## src/rtl/uart_tx_param.sv

```systemverilog
// Parametrised UART transmitter: one word per valid/ready handshake, LSB first,
// optional even/odd parity, one or two stop bits, back-to-back frames.
module uart_tx_param #(
  parameter int BAUD_DIV  = 10416,
  parameter int DATA_BITS = 8,
  parameter int PARITY    = 0,
  parameter int STOP_BITS = 1
) (
  input  logic                 clk,
  input  logic                 reset,
  input  logic                 tx_valid,
  input  logic [DATA_BITS-1:0] tx_data,
  output logic                 tx_ready,
  output logic                 TxD,
  output logic                 busy,
  output logic                 done
);

  localparam int BW = (BAUD_DIV > 1) ? $clog2(BAUD_DIV) : 1;
  localparam int CW = $clog2(DATA_BITS);

  localparam logic [2:0] S_IDLE  = 3'd0;
  localparam logic [2:0] S_START = 3'd1;
  localparam logic [2:0] S_DATA  = 3'd2;
  localparam logic [2:0] S_PAR   = 3'd3;
  localparam logic [2:0] S_STOP  = 3'd4;

  logic [2:0]           state;
  logic [BW-1:0]        baud_cnt;
  logic [CW-1:0]        bit_cnt;
  logic [DATA_BITS-1:0] shreg;
  logic                 par_bit;
  logic                 accept;
  logic                 baud_last;
  logic                 data_last;
  logic                 stop_last;

  function automatic logic parity_of(input logic [DATA_BITS-1:0] w);
    return (PARITY == 2) ? ~^w : ^w;
  endfunction

  assign tx_ready  = (state == S_IDLE);
  assign accept    = tx_valid && tx_ready;
  assign baud_last = (baud_cnt == BW'(BAUD_DIV - 1));
  assign data_last = (bit_cnt == CW'(DATA_BITS - 1));
  assign stop_last = (bit_cnt == CW'(STOP_BITS - 1));

  always_ff @(posedge clk or posedge reset) begin
    if (reset) begin
      state    <= S_IDLE;
      TxD      <= 1'b1;
      busy     <= 1'b0;
      done     <= 1'b0;
      baud_cnt <= '0;
      bit_cnt  <= '0;
    end else begin
      // Decoded one cycle early so the registered pulse lands on the last stop clock.
      done <= (state == S_STOP) && stop_last && (baud_cnt == BW'(BAUD_DIV - 2));
      if (state == S_IDLE) begin
        baud_cnt <= '0;
        bit_cnt  <= '0;
        if (accept) begin
          state <= S_START;
          TxD   <= 1'b0;
          busy  <= 1'b1;
        end
      end else if (!baud_last) begin
        baud_cnt <= baud_cnt + BW'(1);
      end else begin
        baud_cnt <= '0;
        case (state)
          S_START: begin
            state   <= S_DATA;
            TxD     <= shreg[0];
            bit_cnt <= '0;
          end
          S_DATA: begin
            if (!data_last) begin
              bit_cnt <= bit_cnt + CW'(1);
              TxD     <= shreg[1];
            end else begin
              bit_cnt <= '0;
              if (PARITY != 0) begin
                state <= S_PAR;
                TxD   <= par_bit;
              end else begin
                state <= S_STOP;
                TxD   <= 1'b1;
              end
            end
          end
          S_PAR: begin
            state   <= S_STOP;
            TxD     <= 1'b1;
            bit_cnt <= '0;
          end
          S_STOP: begin
            if (!stop_last) begin
              bit_cnt <= bit_cnt + CW'(1);
            end else begin
              state <= S_IDLE;
              busy  <= 1'b0;
            end
          end
          default: begin
            state <= S_IDLE;
            TxD   <= 1'b1;
            busy  <= 1'b0;
          end
        endcase
      end
    end
  end

  // Payload path carries no reset; it is always reloaded on accept.
  always_ff @(posedge clk) begin
    if (accept) begin
      shreg   <= tx_data;
      par_bit <= parity_of(tx_data);
    end else if (state == S_DATA && baud_last && !data_last) begin
      shreg <= shreg >> 1;
    end
  end

endmodule

```

## config.mk

```make
export PLATFORM = sky130hd
export DESIGN_NAME = uart_tx_param
export DESIGN_NICKNAME = d
export VERILOG_FILES = /design/src/rtl/uart_tx_param.sv
export SDC_FILE = /design/constraint.sdc
export NUM_CORES = 1
export LEC_CHECK = 0
export CAP_MARGIN = 20
export CORE_MARGIN = 8
export CORE_UTILIZATION = 55
export DETAILED_ROUTE_END_ITERATION = 7
export PLACE_DENSITY = 0.77
export SYNTH_ARGS = -nofsm -noshare
export SYNTH_HDL_FRONTEND = slang
export SYNTH_SLANG_ARGS = --single-unit
```

## constraint.sdc

```tcl
create_clock -name clk -period 2.67 [get_ports clk]
set_input_delay 0.534 -clock clk [delete_from_list [all_inputs] [get_ports clk]]
set_output_delay 0.534 -clock clk [all_outputs]
set_load 0.01 [all_outputs]
```

# Word level (Yosys, flattened, before mapping)
# Index checks and enable logic that the tools add are counted.
[word_totals] register_bits=31 mem_bits_ro=0 ramBits=0 mem_count=0 output_inout_bits=4 latch_bits=0
[op_classes] n_eq_ne=13 n_addsub=2 reduce_logical=17 n_shift=0 mul=0 order_cmp=0 n_div=0 bitwise=0 muxes=25
[op_table] cell="== test 14 bit (second input constant)" count=2
[op_table] cell="two-way mux 14 bit" count=2
[op_table] cell="two-way mux 3 bit" count=9
[op_table] cell="two-way mux 8 bit" count=2
[op_table] cell="adder 14 x 1 -> 14 bit (second input constant)" count=1
[op_table] cell="one-hot mux 3 bit (4 select lines)" count=1
[op_table] cell="inequality test 3 bit (second input constant)" count=3
[op_table] cell="one-hot mux 3 bit (3 select lines)" count=1
[op_table] cell="two-way mux 1 bit" count=8
[op_table] cell="AND reduction 4 bit" count=2
[op_table] cell="== test 3 x 2 -> 1 bit (second input constant)" count=2
[op_table] cell="== test 3 bit (second input constant)" count=2
[op_table] cell="zero test 3 bit" count=2
[op_table] cell="AND reduction 3 bit" count=2
[op_table] cell="logical AND 1 bit" count=5
[op_table] cell="inequality test 2 x 1 -> 1 bit (second input constant)" count=2
[op_table] cell="nonzero test 2 bit" count=2
[op_table] cell="nonzero test 4 bit" count=1
[op_table] cell="adder 3 x 1 -> 3 bit (second input constant)" count=1
[op_table] cell="== test 3 x 1 -> 1 bit (second input constant)" count=1
[op_table] cell="one-hot mux 1 bit (3 select lines)" count=1
[op_table] cell="OR reduction 3 bit" count=1
[op_table] cell="inequality test 2 bit (second input constant)" count=1
[op_table] cell="one-hot mux 1 bit (2 select lines)" count=1
[op_table] cell="2 further kinds" count=2

# Longest topological paths before layout
[depth] word_depth=5 ltp_mapped=8 mapped_depth_nobuf=7

# Worst setup path after synthesis
# OpenSTA, ideal clock, no wires.
[synth_path] kind="register to register" from="reg bit_cnt[0]" to="reg shreg[0], enable pin" stages_incl_launch_ff=6 setup_ns=0.309 t_required_ns=2.361 synth_period_minus_slack_ns=1.879 arrival_ns=1.570 path_slack_ns=0.791 cell_sequence="dfrtp_1 ha_1 ha_1 or3b_2 nor3_1 or2_2"
[synth_via] elab_chain_cells=4
[synth_lines] item="start: declaration" line_no="30" rtl="logic [CW-1:0] bit_cnt;"
[synth_lines] item="start signal: assignment" line_no="79" rtl="bit_cnt <= bit_cnt + CW'(1);"
[synth_lines] item="start signal: assignment" line_no="99" rtl="bit_cnt <= bit_cnt + CW'(1);"
[synth_lines] item="== test 3 bit" line_no="45" rtl="assign data_last = (bit_cnt == CW'(DATA_BITS - 1));"
[synth_lines] item="zero test 1 bit" line_no="120" rtl="end else if (state == S_DATA && baud_last && !data_last) begin"
[synth_lines] item="logical AND 1 bit" line_no="120"
[synth_lines] item="nonzero test 2 bit (no source line)"
[synth_lines] item="end signal: assignment" line_no="118" rtl="shreg <= tx_data;"
[synth_lines] item="end signal: assignment" line_no="121" rtl="shreg <= shreg >> 1;"
[synth_lines] item="end: declaration" line_no="31" rtl="logic [DATA_BITS-1:0] shreg;"
# Every way passes these cells.
# A chain may end at the register's enable or synchronous reset.

# Worst setup path after layout
[layout_path] from="reg state[1]" to="out tx_ready"
[layout_via] elab_chain_cells=1
[layout_lines] item="start: declaration" line_no="28" rtl="logic [2:0] state;"
[layout_lines] item="start signal: assignment" line_no="50" rtl="state <= S_IDLE;"
[layout_lines] item="start signal: assignment" line_no="63" rtl="state <= S_START;"
[layout_lines] item="start signal: assignment" line_no="73" rtl="state <= S_DATA;"
[layout_lines] item="zero test 3 bit" line_no="42" rtl="assign tx_ready = (state == S_IDLE);"
[layout_lines] item="end: declaration" line_no="13" rtl="output logic tx_ready,"
# Every way passes these cells.

==> results_dict.tcl <==
set metrics [dict create \
    ctsResizeCount 0 \
    slew_viol_final 0 \
    via_per_inst 5.622 \
    crit_path_top_delay_cell "clkdlybuf4s50_1" \
    grt_pass1_wl_mm 5.244 \
    synth.most_common_cell "nor2_1" \
    drt_iter0_markers 72 \
    final_area_mm2 0.001868 \
    final_cells 201 \
    place_area_mm2 0.001782 \
    setup_violations 0 \
    critPathMaxFanout 9 \
    ys_ff_latch 31 \
    synth_commonest_cells "24 x nor2_1, 22 x dfrtp_1, 9 x nand2_1" \
    h-tree-depth 2 \
    syn_to_final_growth_pct 13.28 \
    clkSinkCount 31 \
    p_comb_frac 0.141 \
    wl_met2_mm 1.461 \
    syn_nets 167 \
    track_usage 0.1338 \
    yosysWarnings 0 \
    hold_violations 0 \
    die_x_um 70.76 \
    final.setup.tns_ns 0 \
    pwr-share-clk 0.339 \
    tightest_slew_ns 0.5113 \
    synthCells 151 \
    port_buffers 14 \
    fmax_mhz 409.8 \
    fin_nets 183 \
    drtPass1Iterations 4 \
    async_reset_ff_frac 0.7419 \
    max_stage_delay_ns 0.56 \
    place_congestion 0.7949 \
    num-fill-cells 253 \
    cts_setup_buffers 0 \
    dp_hpwl_mm 2.182 \
    hp-class "reg2reg" \
    numCtsBuffers 5 \
    first_global_vias 1149 \
    yosysSeqAreaShare 0.4954 \
    cp-end-kind "output port" \
    clockBufferDepth 2 \
    fin_crit_sh 0.9139 \
    grt_max_degree 24 \
    synth_area_mm2 0.001649 \
    cts_tree "yes" \
    start_kind "flip-flop" \
    die_area_mm2 0.005006 \
    std_cell_rows 20 \
    slew_headroom 0.6591 \
    synthFlopType "dfrtp_1" \
    coreArea_mm2 0.002953 \
    insertion_delay_ns 0.34 \
    wl_met1_mm 1.314 \
    fin_crit_ns 2.440 \
    finClkSkew_ns 0.006596 \
    met3_length_um 99 \
    synth_top_area_cell "dfrtp_1" \
    multi_input_area_um2 745.7 \
    maxCapViolCount 0 \
    cts_root_buf "clkbuf_4" \
    cp.arrival_ns 1.91 \
    path_class "reg2out" \
    grt-ovfl-total 0 \
    synth_edf_count 8 \
    synth_area_per_cell_um2 10.92 \
    status "completed" \
    routedWlPerCell_um 14.61 \
    hold_slack_ns 0.5037 \
    power_density_mw_per_mm2 606.7 \
    sw_frac_of_total 0.2616 \
    yosys.cell_types.count 42 \
    postCtsHoldBufs 0 \
    p_leak_nw 0.7856 \
    crit_chain "or2_1 > nor2_4 > clkdlybuf4s50_1" \
    initial_core_util 0.5585 \
    ios 15 \
    vias 1130 \
    seq_power_share 0.519 \
    rsz0062_at_grt "false" \
    ir_worst_vdd_mv 0.4503 \
    path_clk_slew_ns 0.10 \
    top_layer_used "met4" \
    diodes 0 \
    die_y_um 70.76 \
    place_inst 193 \
    p_int_w 0.0008368 \
    synth_top_cell_area_share 0.3338 \
    drc 0 \
    antenna_found_initial 0 \
    drive_above_1_share 0.1369 \
    p_sw_w 0.0002965 \
    wl_mm 2.936 \
    seqCellArea_um2 817.0 \
    cp.required_ns 2.14 \
    antenna_left 0 \
    p_total_w 0.001133 \
    synth_top_cells_by_area "dfrtp_1 33%, edfxtp_1 15%, nor2_1 5.5%, mux2_1 4.8%, xor2_1 4.2%" \
]
-- cell usage in the layout, fill, tap and decap left out, types with 5 or more instances in the layout --
| master | n |
|---|---|
| nand2_1 | 9 |
| clkdlybuf4s50_1 | 14 |
| nand4_1 | 5 |
| nor2_1 | 24 |
| dfrtp_1 | 22 |
| ha_1 | 5 |
| nand3_1 | 6 |
| a21oi_1 | 5 |
| edfxtp_1 | 8 |
| clkbuf_4 | 5 |
| xor2_1 | 8 |
| mux2_1 | 7 |
| inv_1 | 6 |
-- through the flow --
| stage | util | worst slack, ns |
|---|---|---|
| floorplan | - | 0.7908 |
| CTS | 0.6326 | 0.2211 |
| finish | 0.6326 | 0.2300 |
| global placement | 0.6034 | 0.6377 |
| global route | 0.6326 | 0.1302 |
| detailed placement | 0.6034 | 0.5776 |
-- power groups by stage --
stage	combinational [W]	clock, W	sequential, W
2_1_floorplan	0.000125	0	0.000586
3_3_place_gp	0.000157	0	0.000594
3_5_place_dp	0.000163	0	0.000599
4_1_cts	0.000165	0.000393	0.000588
5_1_grt	0.000188	0.000411	0.000597
6_report	0.000160	0.000385	0.000589
-- state kept, by name (all words and copies together), names as in the netlist --
register / cells
busy: 1
shreg: 8
bit_cnt: 3
TxD: 1
done: 1
state: 3
baud_cnt: 14
-- logic make-up (layout without fill, tap and decap cells) --
kind of cell | after synthesis | after routing | share of synthesized area
AND/OR/NAND/NOR | 63 | 63 | 0.2094
multiplexers | 8 | 8 | 0.05690
XOR/XNOR | 12 | 12 | 0.06373
AO/OA/AOI/OAI | 19 | 19 | 0.08423
adder cells (fa/ha/maj) | 5 | 5 | 0.03794
buffers and inverters | 13 | 30 | 0.05234
flip-flops | 31 | 31 | 0.4955
-- metal layers --
| metal | global-route usage | up-vias |
|---|---|---|
| met5 | 0 | - |
| met4 | 0.06236 | 0 |
| met3 | 0.04661 | 8 |
| met2 | 0.2163 | 13 |
| met1 | 0.1550 | 550 |
| li1 | - | 559 |
-- cell type report --
cell class | count | area share
flip-flops and latches | 31 | 0.4374
multi-input cells | 107 | 0.3992
repair buffers | 16 | 0.08305
clock buffers | 6 | 0.02746
well taps | 33 | 0.02210
clock inverters | 2 | 0.01875
inverters | 6 | 0.01206
-- critical path, delay by kind of cell, from the launching register on --
kind | cells | cell delay (ns)
buf+inv | 1 | 0.56
flops | 1 | 0.46
simple gates | 2 | 0.55
-- path summary, 6_finish.rpt --
| kind | from | end | slack [ns] | cells after the start |
|---|---|---|---|---|
| max | state[1] | tx_ready | 0.23 | 3 |
| min | baud_cnt[0] | baud_cnt[0] | 0.50 | 1 |
| max reg2reg | bit_cnt[0] | shreg[6] | 0.60 | 5 |
| min reg2reg | baud_cnt[0] | baud_cnt[0] | 0.50 | 1 |
| max in group asynchronous | reset | TxD | 1.86 | 3 |
| min in group asynchronous | reset | state[2] | 0.53 | 3 |
No activity file was read; power rests on OpenSTA's default activity.
